--- config.mk ---
export PLATFORM = sky130hd
export DESIGN_NAME = instr_encoder
export DESIGN_NICKNAME = d
export VERILOG_FILES = /design/src/rtl/instr_encoder.sv
export SDC_FILE = /design/constraint.sdc
export NUM_CORES = 1
export LEC_CHECK = 0
export ABC_AREA = 1
export BUFFER_PORTS_ARGS = -buffer_cell sky130_fd_sc_hd__buf_2
export CORE_MARGIN = 1
export CORE_UTILIZATION = 55
export CTS_CLUSTER_SIZE = 40
export DETAILED_ROUTE_END_ITERATION = 8
export PLACE_DENSITY = 0.82
export SLEW_MARGIN = 20
export SYNTH_ARGS = -nofsm -noshare
export SYNTH_HDL_FRONTEND = slang
export SYNTH_SLANG_ARGS = --single-unit
--- constraint.sdc ---
create_clock -name clk -period 9.9 [get_ports clk]
set_input_delay 1.485 -clock clk [delete_from_list [all_inputs] [get_ports clk]]
set_output_delay 1.485 -clock clk [all_outputs]
set_load 0.01 [all_outputs]
--- src/rtl/instr_encoder.sv ---
// rtl/instr_encoder.sv - two-stage RV32I instruction encoder (fields + immediate -> machine word)
//
// Purpose: stage 1 registers the instruction fields together with the
// immediate range/alignment verdict; stage 2 packs the registered fields
// into the 32-bit word. Valid/ready handshake on both sides, one
// instruction per cycle when the consumer keeps out_ready high.
//
// Ports:
//   clk, rst_n            clock, synchronous active-low reset
//   in_valid / in_ready   input handshake
//   fmt                   0=R 1=I 2=S 3=B 4=U 5=J, 6/7 illegal
//   opcode, rd, rs1, rs2  instruction fields
//   funct3, funct7        instruction fields
//   imm32                 signed immediate (byte offset for B/J)
//   out_valid / out_ready output handshake
//   instr, err            encoded word and range/alignment/format error

module instr_encoder #(
  parameter bit CHECK_EN = 1'b1
) (
  input  logic        clk,
  input  logic        rst_n,
  input  logic        in_valid,
  output logic        in_ready,
  input  logic [2:0]  fmt,
  input  logic [6:0]  opcode,
  input  logic [4:0]  rd,
  input  logic [4:0]  rs1,
  input  logic [4:0]  rs2,
  input  logic [2:0]  funct3,
  input  logic [6:0]  funct7,
  input  logic [31:0] imm32,
  output logic        out_valid,
  input  logic        out_ready,
  output logic [31:0] instr,
  output logic        err
);

  localparam logic [2:0] FMT_R = 3'd0;
  localparam logic [2:0] FMT_I = 3'd1;
  localparam logic [2:0] FMT_S = 3'd2;
  localparam logic [2:0] FMT_B = 3'd3;
  localparam logic [2:0] FMT_U = 3'd4;
  localparam logic [2:0] FMT_J = 3'd5;

  logic        s1_valid_q, s1_valid_d;
  logic        s2_valid_q, s2_valid_d;
  logic [31:0] instr_q, instr_d;
  logic        err_q, err_d;

  logic [2:0]  s1_fmt_q;
  logic [6:0]  s1_opcode_q;
  logic [4:0]  s1_rd_q, s1_rs1_q, s1_rs2_q;
  logic [2:0]  s1_funct3_q;
  logic [6:0]  s1_funct7_q;
  logic [31:0] s1_imm_q;
  logic        s1_err_q;

  logic        advance;
  logic        in_fire;
  logic        chk_err;
  logic [31:0] pack;
  logic signed [31:0] imm_s;

  // s2 empties or drains this cycle; s1 moves forward under the same condition.
  assign advance  = !s2_valid_q || out_ready;
  assign in_ready = !s1_valid_q || !s2_valid_q || out_ready;
  assign in_fire  = in_valid && in_ready;
  assign imm_s    = imm32;

  // Range/alignment verdict on the incoming immediate.
  always_comb begin
    chk_err = 1'b0;
    case (fmt)
      FMT_R:        chk_err = 1'b0;
      FMT_I, FMT_S: chk_err = (imm_s < -32'sd2048) || (imm_s > 32'sd2047);
      FMT_B:        chk_err = (imm_s < -32'sd4096) || (imm_s > 32'sd4094) || imm32[0];
      FMT_J:        chk_err = (imm_s < -32'sd1048576) || (imm_s > 32'sd1048574) || imm32[0];
      FMT_U:        chk_err = |imm32[11:0];
      default:      chk_err = 1'b1;
    endcase
  end

  // Bit packing from the stage-1 registers; fields a format does not use never appear.
  always_comb begin
    pack = 32'h0000_0000;
    case (s1_fmt_q)
      FMT_R: pack = {s1_funct7_q, s1_rs2_q, s1_rs1_q, s1_funct3_q, s1_rd_q, s1_opcode_q};
      FMT_I: pack = {s1_imm_q[11:0], s1_rs1_q, s1_funct3_q, s1_rd_q, s1_opcode_q};
      FMT_S: pack = {s1_imm_q[11:5], s1_rs2_q, s1_rs1_q, s1_funct3_q, s1_imm_q[4:0], s1_opcode_q};
      FMT_B: pack = {s1_imm_q[12], s1_imm_q[10:5], s1_rs2_q, s1_rs1_q, s1_funct3_q,
                     s1_imm_q[4:1], s1_imm_q[11], s1_opcode_q};
      FMT_U: pack = {s1_imm_q[31:12], s1_rd_q, s1_opcode_q};
      FMT_J: pack = {s1_imm_q[20], s1_imm_q[10:1], s1_imm_q[11], s1_imm_q[19:12],
                     s1_rd_q, s1_opcode_q};
      default: pack = 32'h0000_0000;
    endcase
  end

  always_comb begin
    s1_valid_d = s1_valid_q;
    s2_valid_d = s2_valid_q;
    instr_d    = instr_q;
    err_d      = err_q;
    if (in_fire) begin
      s1_valid_d = 1'b1;
    end else if (advance) begin
      s1_valid_d = 1'b0;
    end
    if (advance) begin
      s2_valid_d = s1_valid_q;
      // Only overwrite the output word when a real entry moves in, so it stays quiet when idle.
      if (s1_valid_q) begin
        instr_d = pack;
        err_d   = s1_err_q;
      end
    end
  end

  always_ff @(posedge clk) begin
    if (!rst_n) begin
      s1_valid_q <= 1'b0;
      s2_valid_q <= 1'b0;
      instr_q    <= 32'h0000_0000;
      err_q      <= 1'b0;
    end else begin
      s1_valid_q <= s1_valid_d;
      s2_valid_q <= s2_valid_d;
      instr_q    <= instr_d;
      err_q      <= err_d;
    end
  end

  // Stage-1 payload needs no reset: it is only observed behind s1_valid_q.
  always_ff @(posedge clk) begin
    if (in_fire) begin
      s1_fmt_q    <= fmt;
      s1_opcode_q <= opcode;
      s1_rd_q     <= rd;
      s1_rs1_q    <= rs1;
      s1_rs2_q    <= rs2;
      s1_funct3_q <= funct3;
      s1_funct7_q <= funct7;
      s1_imm_q    <= imm32;
      s1_err_q    <= CHECK_EN && chk_err;
    end
  end

  assign out_valid = s2_valid_q;
  assign instr     = instr_q;
  assign err       = err_q;

endmodule
==> results.ini <==
[outcome]
outcome=finished clean

[min_path]
hp-class=flop to flop
holdPathStages=2

[critical_path]
crit_arrival_ns=2.17
critPathBufInv=4
r2r_cells=5
cp-startpoint=out_ready
r2r_end=instr[31]
crit_required_ns=8.42
path_depth=6
end_kind=output pin
cp_cell_sequence=buf_2 > inv_1 > nand2_1 > nor2_1 > inv_1 > buf_2
criticalPathCategory=primary input to output pin
path_max_fanout=3
endpoint=in_ready
r2r_slack_ns=7.49
reg2reg_from=out_valid
cpPeakStageDelay_ns=0.23
slowest_stage=nor2_1
cp-start-kind=primary input
cp_top_family=buffers and inverters

[finish]
fin_nets=583
antenna_cells=0
synthToLayoutAreaGrowth_pct=20.2
fin_area_sq_mm=0.00495
layout-drive-gt1-share_pct=24.8

[synthesis]
synth_cells=408
syn_avg_cell_area_sq_um=10.1
synth_fp_nets=479
synth-seq-area-share_pct=66.6
synth_edf_count=68
synthArstFlopShare_pct=0
ys_seq_elements=103
synthDistinctLibCells=26
syn_area_sq_mm=0.00412
yosysWarnings=0
ys.flop_type=edfxtp_1
synthTopCellsByArea=edfxtp_1, dfxtp_1, nand2_1
synth.top_cell.area_share_pct=49.6
yosysTopAreaCell=edfxtp_1

[sta]
tightest_slew_ns=0.972
fmax_ghz=0.274
final-hold-violation-count=0
finalCriticalPeriod_ns=3.66
fin_setup_tns_ns=0
fin_crit_sh_pct=36.9
timing.final.ws_setup_ns=6.24
max_slew_margin_pct=35.2
drv_slew=0
setup_viol=0
finalClockSkew_ns=0.0108
rsz0062_at_grt=false

[floorplan]
start_util_pct=56.8
die_w_um=88.5
coreArea_sq_mm=0.00725
io_pins=106
die-area_sq_mm=0.00784
rows=31
dieHeight_um=88.5

[placed_design]
portBuffers=105
place_ws_ns=6.19
gp_congestion=0.958
dpl_cell_area_sq_mm=0.00471
detailed_place_hpwl_um=6450

[routing]
num_vias=3272
routed_wl_um=8950
ant_nets=0
via_per_inst=5.31
routedWlPerCell_um=14.5
drt-initial-drc-count=264
drc_errors=0
dr.pass1.iters=4

[power_and_ir_drop]
power_density_mw_per_mm2=176
leakagePower_nw=2.09
irDropWorstVdd_mv=0.105

[clocking]
post_cts_buffers=0
cts_hold_buffers=0
cts_made_buffers=9
clk_pin_slew_ns=0.08
cts.path.max_buffers=2
cts_sinks=103
cts_max_level=3
post_cts_resized=0
cts_tree=yes
root_buffer=clkbuf_8
clock_latency_ns=0.35

[global_route]
grt_pass1_wl_um=13700
grt_pass1_vias=2927
grt_overflow=0
antenna_found_initial=0
grt_max_degree=69
track_usage_pct=23.6

[job]
drv_cap=0

## state kept, by name (all words and copies together), names as in the netlist
| name | cells |
|---|---|
| out_valid | 1 |
| s1_rs1_q | 5 |
| s1_valid_q | 1 |
| s1_rd_q | 5 |
| s1_funct3_q | 3 |
| s1_fmt_q | 3 |
| s1_opcode_q | 7 |
| err | 1 |
| s1_rs2_q | 5 |
| instr | 32 |
| s1_imm_q | 32 |
| s1_err_q | 1 |
| s1_funct7_q | 7 |
## power breakdown
| group | total (W) | switching (W) | internal (W) |
|---|---|---|---|
| logic | 0.0000778 | 0.0000491 | 0.0000287 |
| clock network | 0.000299 | 0.000133 | 0.000166 |
| registers | 0.000493 | 0.00000978 | 0.000483 |
| total | 0.000870 | 0.000192 | 0.000678 |
## logic make-up (layout without fill, tap and decap cells)
family / count (synthesis) / count (layout) / share of synthesized area, %
simple gates: 199 / 199 / 19.6
flops: 103 / 103 / 66.6
compound gates: 64 / 64 / 9.39
buf+inv: 41 / 150 / 4.19
xor+xnor: 1 / 1 / 0.213
## cells in the mapped netlist (2+ instances only)
library cell and count:
a22o_1 8, edfxtp_1 68, nor2_2 2, a21oi_1 34, nor4_1 2, inv_2 3
o211ai_1 11, nand4_1 7, nor2_1 30, clkbuf_1 5, dfxtp_1 35, nand3_1 18
nand2_2 2, nand2_1 136, buf_2 6, inv_1 24, o21ai_0 8
## worst min-delay path: cells and delay by family (launching register included)
family	cells	cell delay [ns]
DFF	1	0.31
and+or+nand+nor	1	0.06
AOI/OAI and AO/OA	1	0.05
## cells in the final DEF, fill, tap and decap left out, types with 2 or more instances in the layout
| master | synthesis | layout |
|---|---|---|
| nand2_1 | 136 | 136 |
| buf_2 | 6 | 105 |
| edfxtp_1 | 68 | 68 |
| dfxtp_1 | 35 | 35 |
| a21oi_1 | 34 | 34 |
| nor2_1 | 30 | 29 |
| inv_1 | 24 | 24 |
| nand3_1 | 18 | 18 |
| o211ai_1 | 11 | 11 |
| clkbuf_8 | 0 | 9 |
| o21ai_0 | 8 | 8 |
| a22o_1 | 8 | 8 |
| nand4_1 | 7 | 7 |
| inv_2 | 3 | 3 |
| clkinv_1 | 1 | 3 |
| bufinv_16 | 0 | 3 |
| nor4_1 | 2 | 2 |
| nor2_2 | 2 | 2 |
| nand2_2 | 2 | 2 |
## stage by stage
stage / utilization (%) / instances / hold WS (ns) / total power [W]
2_1_floorplan: - / 408 / 0.462 / 0.000544
4_1_cts: 68.2 / 616 / 0.468 / 0.000874
3_3_place_gp: 65.0 / 600 / 0.452 / 0.000577
5_1_grt: 68.2 / 616 / 0.491 / 0.000900
6_report: 68.2 / 616 / 0.465 / 0.000870
3_5_place_dp: 65.0 / 600 / 0.454 / 0.000580
## worst min-delay path by stage
| stage | end | slack, ns | start |
|---|---|---|---|
| finish | instr[8] | 0.47 | instr[8] |
| global route | instr[19] | 0.49 | instr[19] |
| CTS | instr[19] | 0.47 | instr[19] |
| detailed placement | instr[19] | 0.45 | instr[19] |
| global placement | instr[20] | 0.45 | instr[20] |
| floorplan | out_valid | 0.46 | s1_valid_q |
## area by class of cell
class                           instances  area [sq um]
Fill cell                             583          2300
Clock buffer                            9           124
Clock inverter                          7           111
Inverter                               28           105
Sequential cell                       103          2740
Tap cell                               99           124
Timing Repair Buffer                  106           533
Multi-Input combinational cell        264          1210
## metal layers
layer	global-route usage, %	routed length, um	vias up
met3	3.92	538	17
met1	32.2	3960	1520
met2	37.4	4240	136
met4	11.0	212	0
li1	-	-	1599
met5	0	0	-
No activity file was read; power rests on OpenSTA's default activity.
